$ cat src/rtl/alarm_ctrl.sv
// alarm_ctrl: alarm-clock front-panel sequencer (set modes, auto-repeat, ring/snooze/timeout FSM)
module alarm_ctrl #(
    parameter int RING_SEC        = 60,
    parameter int SNOOZE_SEC      = 300,
    parameter int SNOOZE_MAX      = 3,
    parameter int SET_TIMEOUT_SEC = 10,
    parameter int CNT_W           = 16
) (
    input  logic       clk,
    input  logic       rst,
    input  logic       tick_1hz,
    input  logic       btn_mode,
    input  logic       btn_inc,
    input  logic       btn_snooze,
    input  logic       on,
    input  logic       alarm_hit,
    output logic       addhr,
    output logic       addmin,
    output logic [1:0] set_mode,
    output logic       buzzer,
    output logic       snoozing
);
    typedef enum logic [2:0] {IDLE, SET_HR, SET_MIN, RINGING, SNOOZE} state_t;

    localparam logic [CNT_W-1:0] RING_C = CNT_W'(RING_SEC);
    localparam logic [CNT_W-1:0] SNZ_C  = CNT_W'(SNOOZE_SEC);
    localparam logic [CNT_W-1:0] SMAX_C = CNT_W'(SNOOZE_MAX);
    localparam logic [CNT_W-1:0] TO_C   = CNT_W'(SET_TIMEOUT_SEC);

    state_t           state_q, state_d;
    logic [CNT_W-1:0] cnt_q, cnt_d, cnt_inc, snz_q, snz_d;
    logic [1:0]       hold_q, hold_d;
    logic             addhr_q, addhr_d, addmin_q, addmin_d;
    logic             mode_prev_q, inc_prev_q, snz_prev_q, hit_prev_q;
    logic             mode_p, inc_p, snz_p, hit_p, in_set, rep;

    // Next-state, shared seconds counter, snooze count, held-tick count and increment pulses
    always_comb begin
        mode_p   = btn_mode & ~mode_prev_q;
        inc_p    = btn_inc & ~inc_prev_q;
        snz_p    = btn_snooze & ~snz_prev_q;
        hit_p    = alarm_hit & ~hit_prev_q;
        in_set   = (state_q == SET_HR) || (state_q == SET_MIN);
        cnt_inc  = &cnt_q ? cnt_q : cnt_q + CNT_W'(1);
        rep      = tick_1hz & btn_inc & (hold_q >= 2'd2);
        state_d  = state_q;
        cnt_d    = cnt_q;
        snz_d    = snz_q;
        hold_d   = (in_set & btn_inc) ? (tick_1hz & ~&hold_q ? hold_q + 2'd1 : hold_q) : 2'd0;
        addhr_d  = 1'b0;
        addmin_d = 1'b0;
        case (state_q)
            IDLE: begin
                if (mode_p) state_d = SET_HR;
                else if (hit_p & on) state_d = RINGING;
            end
            SET_HR, SET_MIN: begin
                if (mode_p) begin
                    state_d = (state_q == SET_HR) ? SET_MIN : IDLE;
                    cnt_d   = '0;
                end else begin
                    addhr_d  = (state_q == SET_HR) & (inc_p | rep);
                    addmin_d = (state_q == SET_MIN) & (inc_p | rep);
                    if (inc_p | snz_p | btn_inc) cnt_d = '0;
                    else if (tick_1hz) begin
                        cnt_d = cnt_inc;
                        if (cnt_inc >= TO_C) state_d = IDLE;
                    end
                end
            end
            RINGING: begin
                if (!on || mode_p) state_d = IDLE;
                else if (snz_p && snz_q < SMAX_C) begin
                    state_d = SNOOZE;
                    snz_d   = snz_q + CNT_W'(1);
                    cnt_d   = '0;
                end else if (tick_1hz) begin
                    cnt_d = cnt_inc;
                    if (cnt_inc >= RING_C) state_d = IDLE;
                end
            end
            SNOOZE: begin
                if (!on || mode_p) state_d = IDLE;
                else if (tick_1hz) begin
                    cnt_d = cnt_inc;
                    if (cnt_inc >= SNZ_C) begin
                        state_d = RINGING;
                        cnt_d   = '0;
                    end
                end
            end
            default: state_d = IDLE;
        endcase
        if (state_d == IDLE) begin
            cnt_d = '0;
            snz_d = '0;
        end
    end

    // State, counters, pulse and edge-detect registers
    always_ff @(posedge clk or posedge rst) begin
        if (rst) begin
            state_q     <= IDLE;
            cnt_q       <= '0;
            snz_q       <= '0;
            hold_q      <= '0;
            addhr_q     <= 1'b0;
            addmin_q    <= 1'b0;
            mode_prev_q <= 1'b0;
            inc_prev_q  <= 1'b0;
            snz_prev_q  <= 1'b0;
            hit_prev_q  <= 1'b0;
        end else begin
            state_q     <= state_d;
            cnt_q       <= cnt_d;
            snz_q       <= snz_d;
            hold_q      <= hold_d;
            addhr_q     <= addhr_d;
            addmin_q    <= addmin_d;
            mode_prev_q <= btn_mode;
            inc_prev_q  <= btn_inc;
            snz_prev_q  <= btn_snooze;
            hit_prev_q  <= alarm_hit;
        end
    end

    assign addhr    = addhr_q;
    assign addmin   = addmin_q;
    assign buzzer   = state_q == RINGING;
    assign snoozing = state_q == SNOOZE;
    assign set_mode = (state_q == SET_HR)  ? 2'd1 :
                      (state_q == SET_MIN) ? 2'd2 :
                      (state_q == RINGING || state_q == SNOOZE) ? 2'd3 : 2'd0;
endmodule

$ cat config.mk
export PLATFORM = sky130hd
export DESIGN_NAME = alarm_ctrl
export DESIGN_NICKNAME = d
export VERILOG_FILES = /design/src/rtl/alarm_ctrl.sv
export SDC_FILE = /design/constraint.sdc
export NUM_CORES = 1
export LEC_CHECK = 0
export BUFFER_PORTS_ARGS = -buffer_cell sky130_fd_sc_hd__buf_2
export CAP_MARGIN = 20
export CORE_UTILIZATION = 50
export CTS_CLUSTER_SIZE = 20
export DETAILED_ROUTE_END_ITERATION = 6
export PLACE_DENSITY = 0.67
export SLEW_MARGIN = 20
export SYNTH_ARGS = -nofsm -noshare
export SYNTH_HDL_FRONTEND = slang
export SYNTH_SLANG_ARGS = --single-unit
$ cat constraint.sdc
create_clock -name clk -period 4 [get_ports clk]
set_clock_uncertainty 0.15 [all_clocks]
set_input_delay 0.8 -clock clk [delete_from_list [all_inputs] [get_ports clk]]
set_output_delay 0.8 -clock clk [all_outputs]
set_load 0.01 [all_outputs]
==> flow_metrics.py, run 1 <==
metrics = {
    "detailed_routing": {
        "drtIter0Drc": 234,
        "drc_errors": 0,
        "antenna_left": 0,
        "via_per_inst": 6.02,
        "dr.pass1.iters": 4,
        "route.met3.wl_um": 251,
        "wl_per_cell_um": 15.6,
        "highest_layer": "met4",
        "vias": 2330,
        "met2_length_um": 2750,
        "route.layer.met1.wl_um": 2970,
        "drt_wl_total_um": 6030,
    },
    "power": {
        "combPwrFrac_pct": 34.6,
        "intPower_mw": 0.878,
        "power.share.clock_pct": 30.2,
        "p_per_area_nw_per_um2": 466,
        "switching_share_pct": 37.0,
        "p_leak_nw": 1.29,
        "ir_worst_vdd_uv": 332,
        "seq_power_share_pct": 35.2,
        "p_sw_mw": 0.515,
    },
    "synthesis": {
        "yosysSeqAreaShare_pct": 39.0,
        "ys_types": 58,
        "synthMuxAreaShare_pct": 1.81,
        "synth_area_um2": 2760,
        "syn-instance-count": 313,
        "synth_top_family_by_area": "simple AND/OR/NAND/NOR gates",
        "synth_area_leader_cell": "dfrtp_1",
        "yosys_register_bits": 43,
        "synthTopCellsByCount": "dfrtp_1 (43), nand2_1 (27), nor2_1 (26), o21ai_0 (18), nor2b_2 (12)",
        "synth_edf_count": 0,
        "synthAdderAreaFrac_pct": 1.81,
        "synth_compound_area_share_pct": 20.8,
        "avgSynthCellArea_um2": 8.82,
        "syn_nets": 325,
        "synthSimpleGateAreaFrac_pct": 28.8,
        "yosys_warnings": 0,
        "synthXorXnorAreaFrac_pct": 2.22,
        "yosysTopAreaCellShare_pct": 39.0,
        "synth_top_cells_by_area": "dfrtp_1 (39%), nor2b_2 (3.8%), nand2_1 (3.7%)",
        "synth_flop_cell": "dfrtp_1",
        "async_reset_ff_share_pct": 100,
        "synth_most_common_cell": "dfrtp_1",
    },
    "setup_path": {
        "crit_buf_inv": 1,
        "required_ns": 4.03,
        "crit_fanout": 32,
        "critical_path_class": "reg -> reg",
        "timing.rr.start": "cnt_q[0]",
        "slowest_stage": "nor4_2",
        "endpoint_kind": "flip-flop",
        "crit_start": "cnt_q[0]",
        "startpoint_type": "flip-flop",
        "critical_path.cell_chain": "ha_1 > nand3_1 > nor3_2 > mux2i_1 > nand4_1 > nor4_2 > o211ai_1 > a2111oi_4 > buf_12 > nor2b_1",
        "worstPathArrival_ns": 3.64,
        "cp_top_family": "simple AND/OR/NAND/NOR gates",
        "cp_slowest_stage_delay_ns": 0.52,
    },
    "clock_tree": {
        "cts.sink_count": 43,
        "numCtsBuffers": 5,
        "path_clk_slew_ns": 0.10,
        "cts_tree": "done",
        "cts_buffer_depth": 2,
        "htreeDepth": 2,
        "clk_latency_ns": 0.30,
        "root_buffer": "clkbuf_8",
    },
    "sta": {
        "drv_slew": 0,
        "period_share_pct": 90.2,
        "setup-tns-final_ns": 0,
        "maxClockFrequency_mhz": 277,
        "hold_viol_final": 0,
        "relSlewSlack_pct": 45.4,
        "setup_violations": 0,
        "post-route-min-period_ns": 3.61,
        "grt_setup_unrepaired": "false",
        "worstMarginPinSlew_ns": 0.813,
        "layout_setup_ws_ns": 0.393,
    },
    "global_route": {
        "first_global_vias": 2115,
        "grt_overflow_total": 0,
        "grt_util_all_layers_pct": 21.8,
        "grt_pass1_wl_um": 10200,
        "grt_max_degree": 33,
        "antenna_found_initial": 0,
    },
    "cells_and_area": {
        "num_antenna_cells": 0,
        "area_growth_pct": 8.34,
        "nNetsFinal": 328,
        "drive_gt1_share_pct": 20.8,
        "fin_area_um2": 2990,
    },
    "floorplanning": {
        "dieArea_um2": 5820,
        "initial_core_util_pct": 53.1,
        "die_y_um": 76.3,
        "core_area_um2": 5200,
        "rows": 26,
        "die_w_um": 76.3,
        "pin_count": 14,
    },
    "worst_hold_path": {
        "min_path_type": "in -> async",
    },
    "place": {
        "dp_hpwl_um": 4290,
        "place_congestion": 0.903,
        "placed_area_um2": 2850,
        "io_buffers": 13,
        "pre_cts_slack_ns": 0.342,
    },
    "flow_run": {
        "cap_violations": 0,
    },
    "outcome": {
        "status": "complete, no violations",
    },
}
[cells by family after synthesis]
group	Yosys count
and+or+nand+nor	141
AOI/OAI and AO/OA	81
DFF	43
buffers and inverters	32
xor gates and xnor gates	7
muxes	5
adders and majority gates	4
[worst paths after layout]
kind / to / slack, ns / cells after the start
worst max-delay path: snz_q[14] / 0.39 / 10
worst max register to register: snz_q[14] / 0.39 / 10
min in group clk: snz_q[2] / 0.35 / 1
worst min register to register: snz_q[2] / 0.35 / 1
max in group asynchronous: cnt_q[3] / 2.66 / 3
worst min-delay path: hit_prev_q / 0.32 / 2
[power groups by stage]
| stage | Combinational [mW] | Clock [mW] | Sequential [mW] |
|---|---|---|---|
| floorplan | 0.409 | 0 | 0.478 |
| global placement | 0.478 | 0 | 0.499 |
| detailed placement | 0.484 | 0 | 0.499 |
| CTS | 0.484 | 0.429 | 0.490 |
| global route | 0.528 | 0.443 | 0.495 |
| finish | 0.483 | 0.420 | 0.491 |
[layout make-up]
class	count	area [µm²]
Sequential cell	43	1080
Timing Repair Buffer	18	115
Fill cell	473	2210
Clock inverter	3	71.3
Multi-Input combinational cell	238	1540
Clock buffer	5	68.8
Inverter	10	37.5
Tap cell	70	87.6
[worst register-to-register path: stages, from the launching register on]
cell and delay (ns):
dfrtp_1 0.44, ha_1 0.29, nand3_1 0.35, nor3_2 0.34, mux2i_1 0.25, nand4_1 0.13
nor4_2 0.52, o211ai_1 0.23, a2111oi_4 0.41, buf_12 0.28, nor2b_1 0.09
[metrics by stage]
step                power (mW)  utilization (%)  hold WS, ns  cells
finish                    1.39             57.5        0.316    387
global route              1.47             57.5        0.339    387
detailed placement       0.982             54.7        0.329    379
floorplan                0.887                -        0.306    313
global placement         0.977             54.7        0.319    379
CTS                       1.40             57.4        0.325    387
[sequential cells by signal (all words and copies together) (netlist names)]
register     cells
inc_prev_q       1
state_q          3
addmin           1
cnt_q           16
mode_prev_q      1
addhr            1
hold_q           2
snz_q           16
hit_prev_q       1
snz_prev_q       1
[what timing repair did]
action,in CTS,in global routing
endpoints found under the setup margin,0,25
buffers inserted,0,0
hold buffers,0,0
hold endpoints to repair,0,0
gates resized for setup,0,1
[placed cells by master, fill, tap and decap left out, types with 9 or more instances in the layout]
master   Yosys  routed
a21oi_1     11      11
buf_2        7      13
dfrtp_1     43      43
inv_1       10       9
nand2_1     27      27
nand3_1     10      10
nor2_1      26      26
nor2_2      10      10
nor2b_2     12      12
o21ai_0     18      18
[layer usage]
metal	track usage, %	up-vias
met5	0	-
met4	5.19	0
met3	3.23	7
met2	34.5	69
met1	31.4	1123
li1	-	1131
No activity file was read; power rests on OpenSTA's default activity.
==> run 2: changes to the inputs <==
Settings changed: CORE_UTILIZATION 50 to 38, CTS_BUF_LIST set to sky130_fd_sc_hd__clkbuf_8 sky130_fd_sc_hd__clkbuf_16, PLACE_DENSITY 0.67 to unset.
==> run 2 against run 1 <==
Sequential power hardly changed. Power is 5.2% lower. Clock-buffer cell count stayed put. Wire length is 0.61% higher. Hold slack better by 0.024 ns. Non-clock buffer count is 2 higher. Die area is 31% higher. Register-to-register slack hardly changed. Via count is 1.0% lower. Combinational power hardly changed. Clock power is 17% lower. Critical path type unchanged. Critical endpoint is now cnt_q[5]. Largest cell class unchanged. Highest routed layer unchanged.
==> flow_metrics.py, run 2 (synthesis results as in run 1) <==
metrics = {
    "outcome": {
        "status": "complete, no violations",
    },
    "cells_and_area": {
        "drive_gt1_share_pct": 21.3,
        "final_core_util_pct": 43.5,
        "nNetsFinal": 330,
        "num_antenna_cells": 0,
        "area_growth_pct": 8.70,
        "reg.largest.list": "cnt_q x16, snz_q x16, state_q x3",
        "final_cell_mix": "dfrtp_1 (43), nand2_1 (27), nor2_1 (26)",
        "final_common_cell": "dfrtp_1",
        "fin_area_um2": 3000,
    },
    "flow_run": {
        "cap_violations": 0,
    },
    "setup_path": {
        "startpoint_type": "flip-flop",
        "ff2ff_setup_slack_ns": 0.41,
        "worstPathArrival_ns": 3.63,
        "endpoint_kind": "flip-flop",
        "crit_fanout": 23,
        "required_ns": 4.03,
        "critical_path_class": "reg -> reg",
    },
    "sta": {
        "grt_setup_unrepaired": "false",
        "worstMarginPinSlew_ns": 0.601,
        "hold_viol_final": 0,
        "post-route-min-period_ns": 3.59,
        "setup-tns-final_ns": 0,
        "period_share_pct": 89.9,
        "drv_slew": 0,
        "layout_setup_ws_ns": 0.405,
        "relSlewSlack_pct": 59.5,
        "maxClockFrequency_mhz": 278,
        "setup_violations": 0,
    },
    "detailed_routing": {
        "drt_wl_total_um": 6070,
        "antenna_left": 0,
        "drc_errors": 0,
        "drtIter0Drc": 224,
        "wl_per_cell_um": 14.6,
        "dr.pass1.iters": 6,
        "via_per_inst": 5.56,
        "vias": 2306,
    },
    "global_route": {
        "grt_max_degree": 44,
        "grt_overflow_total": 0,
        "first_global_vias": 2166,
        "grt_pass1_wl_um": 10300,
        "grt_util_all_layers_pct": 17.2,
        "antenna_found_initial": 0,
    },
    "place": {
        "placed_area_um2": 2880,
        "dp_hpwl_um": 4360,
        "io_buffers": 13,
        "pre_cts_slack_ns": 0.396,
        "place_congestion": 0.880,
    },
    "clock_tree": {
        "cts.sink_count": 43,
        "htreeDepth": 2,
        "cts_tree": "done",
        "root_buffer": "clkbuf_8",
        "numCtsBuffers": 5,
        "clk_latency_ns": 0.31,
        "path_clk_slew_ns": 0.09,
        "hold_buffers": 0,
        "cts_buffer_depth": 2,
        "cts_setup_buffers": 0,
        "ctsResizeCount": 0,
    },
    "floorplanning": {
        "die_y_um": 87.2,
        "pin_count": 14,
        "initial_core_util_pct": 40.0,
        "die_w_um": 87.2,
        "dieArea_um2": 7610,
        "core_area_um2": 6910,
        "rows": 30,
    },
    "worst_hold_path": {
        "min_path_type": "reg -> reg",
    },
    "power": {
        "total_power_mw": 1.32,
        "p_per_area_nw_per_um2": 440,
        "p_leak_nw": 1.28,
        "ir_worst_vdd_uv": 213,
    },
}
## run 2: worst max-delay path, stage by stage (launching register included)
cell	delay [ns]
dfrtp_1	0.44
ha_1	0.28
nand3_1	0.34
nor3_2	0.33
mux2i_1	0.22
nand4_1	0.12
nor4_2	0.54
o211ai_1	0.23
a2111oi_4	0.34
buf_4	0.39
nor3_2	0.09
## run 2: layout make-up
cell class | count | area, µm²
fillers | 695 | 3910
multi-input cells | 238 | 1540
flip-flops and latches | 43 | 1080
well taps | 96 | 120
repair buffers | 20 | 118
clock buffers | 5 | 68.8
clock inverters | 3 | 46.3
inverters | 10 | 37.5
## run 2: per-stage QoR
stage                     instances  hold WS, ns
after floorplan                 313        0.306
after global placement          407        0.318
after detailed placement        407        0.324
after CTS                       415        0.346
after global routing            415        0.356
final                           415        0.340
## run 2: path summary, 6_finish.rpt
check	from	end	depth (start not counted)
min	snz_q[2]	snz_q[2]	1
max in group asynchronous	rst	cnt_q[12]	3
max reg2reg	cnt_q[0]	cnt_q[5]	10
min reg2reg	snz_q[2]	snz_q[2]	1
max	cnt_q[0]	cnt_q[5]	10
min in group asynchronous	rst	snz_prev_q	3
## run 2: per-layer routing
layer | vias up | wire length, µm | share of wire, % | global-route usage (%)
met4 | 0 | 140 | 2.3 | 8.05
met5 | - | 0 | 0 | 0
li1 | 1135 | - | - | -
met2 | 47 | 2750 | 45 | 26.6
met3 | 16 | 235 | 3.9 | 3.32
met1 | 1108 | 2950 | 49 | 23.1
## run 2: power by group
group / total [mW] / switching, mW / internal, mW / leakage [nW]
Clock: 0.350 / 0.162 / 0.188 / 0.0548
Combinational: 0.480 / 0.315 / 0.165 / 0.634
Sequential: 0.492 / 0.0345 / 0.457 / 0.587
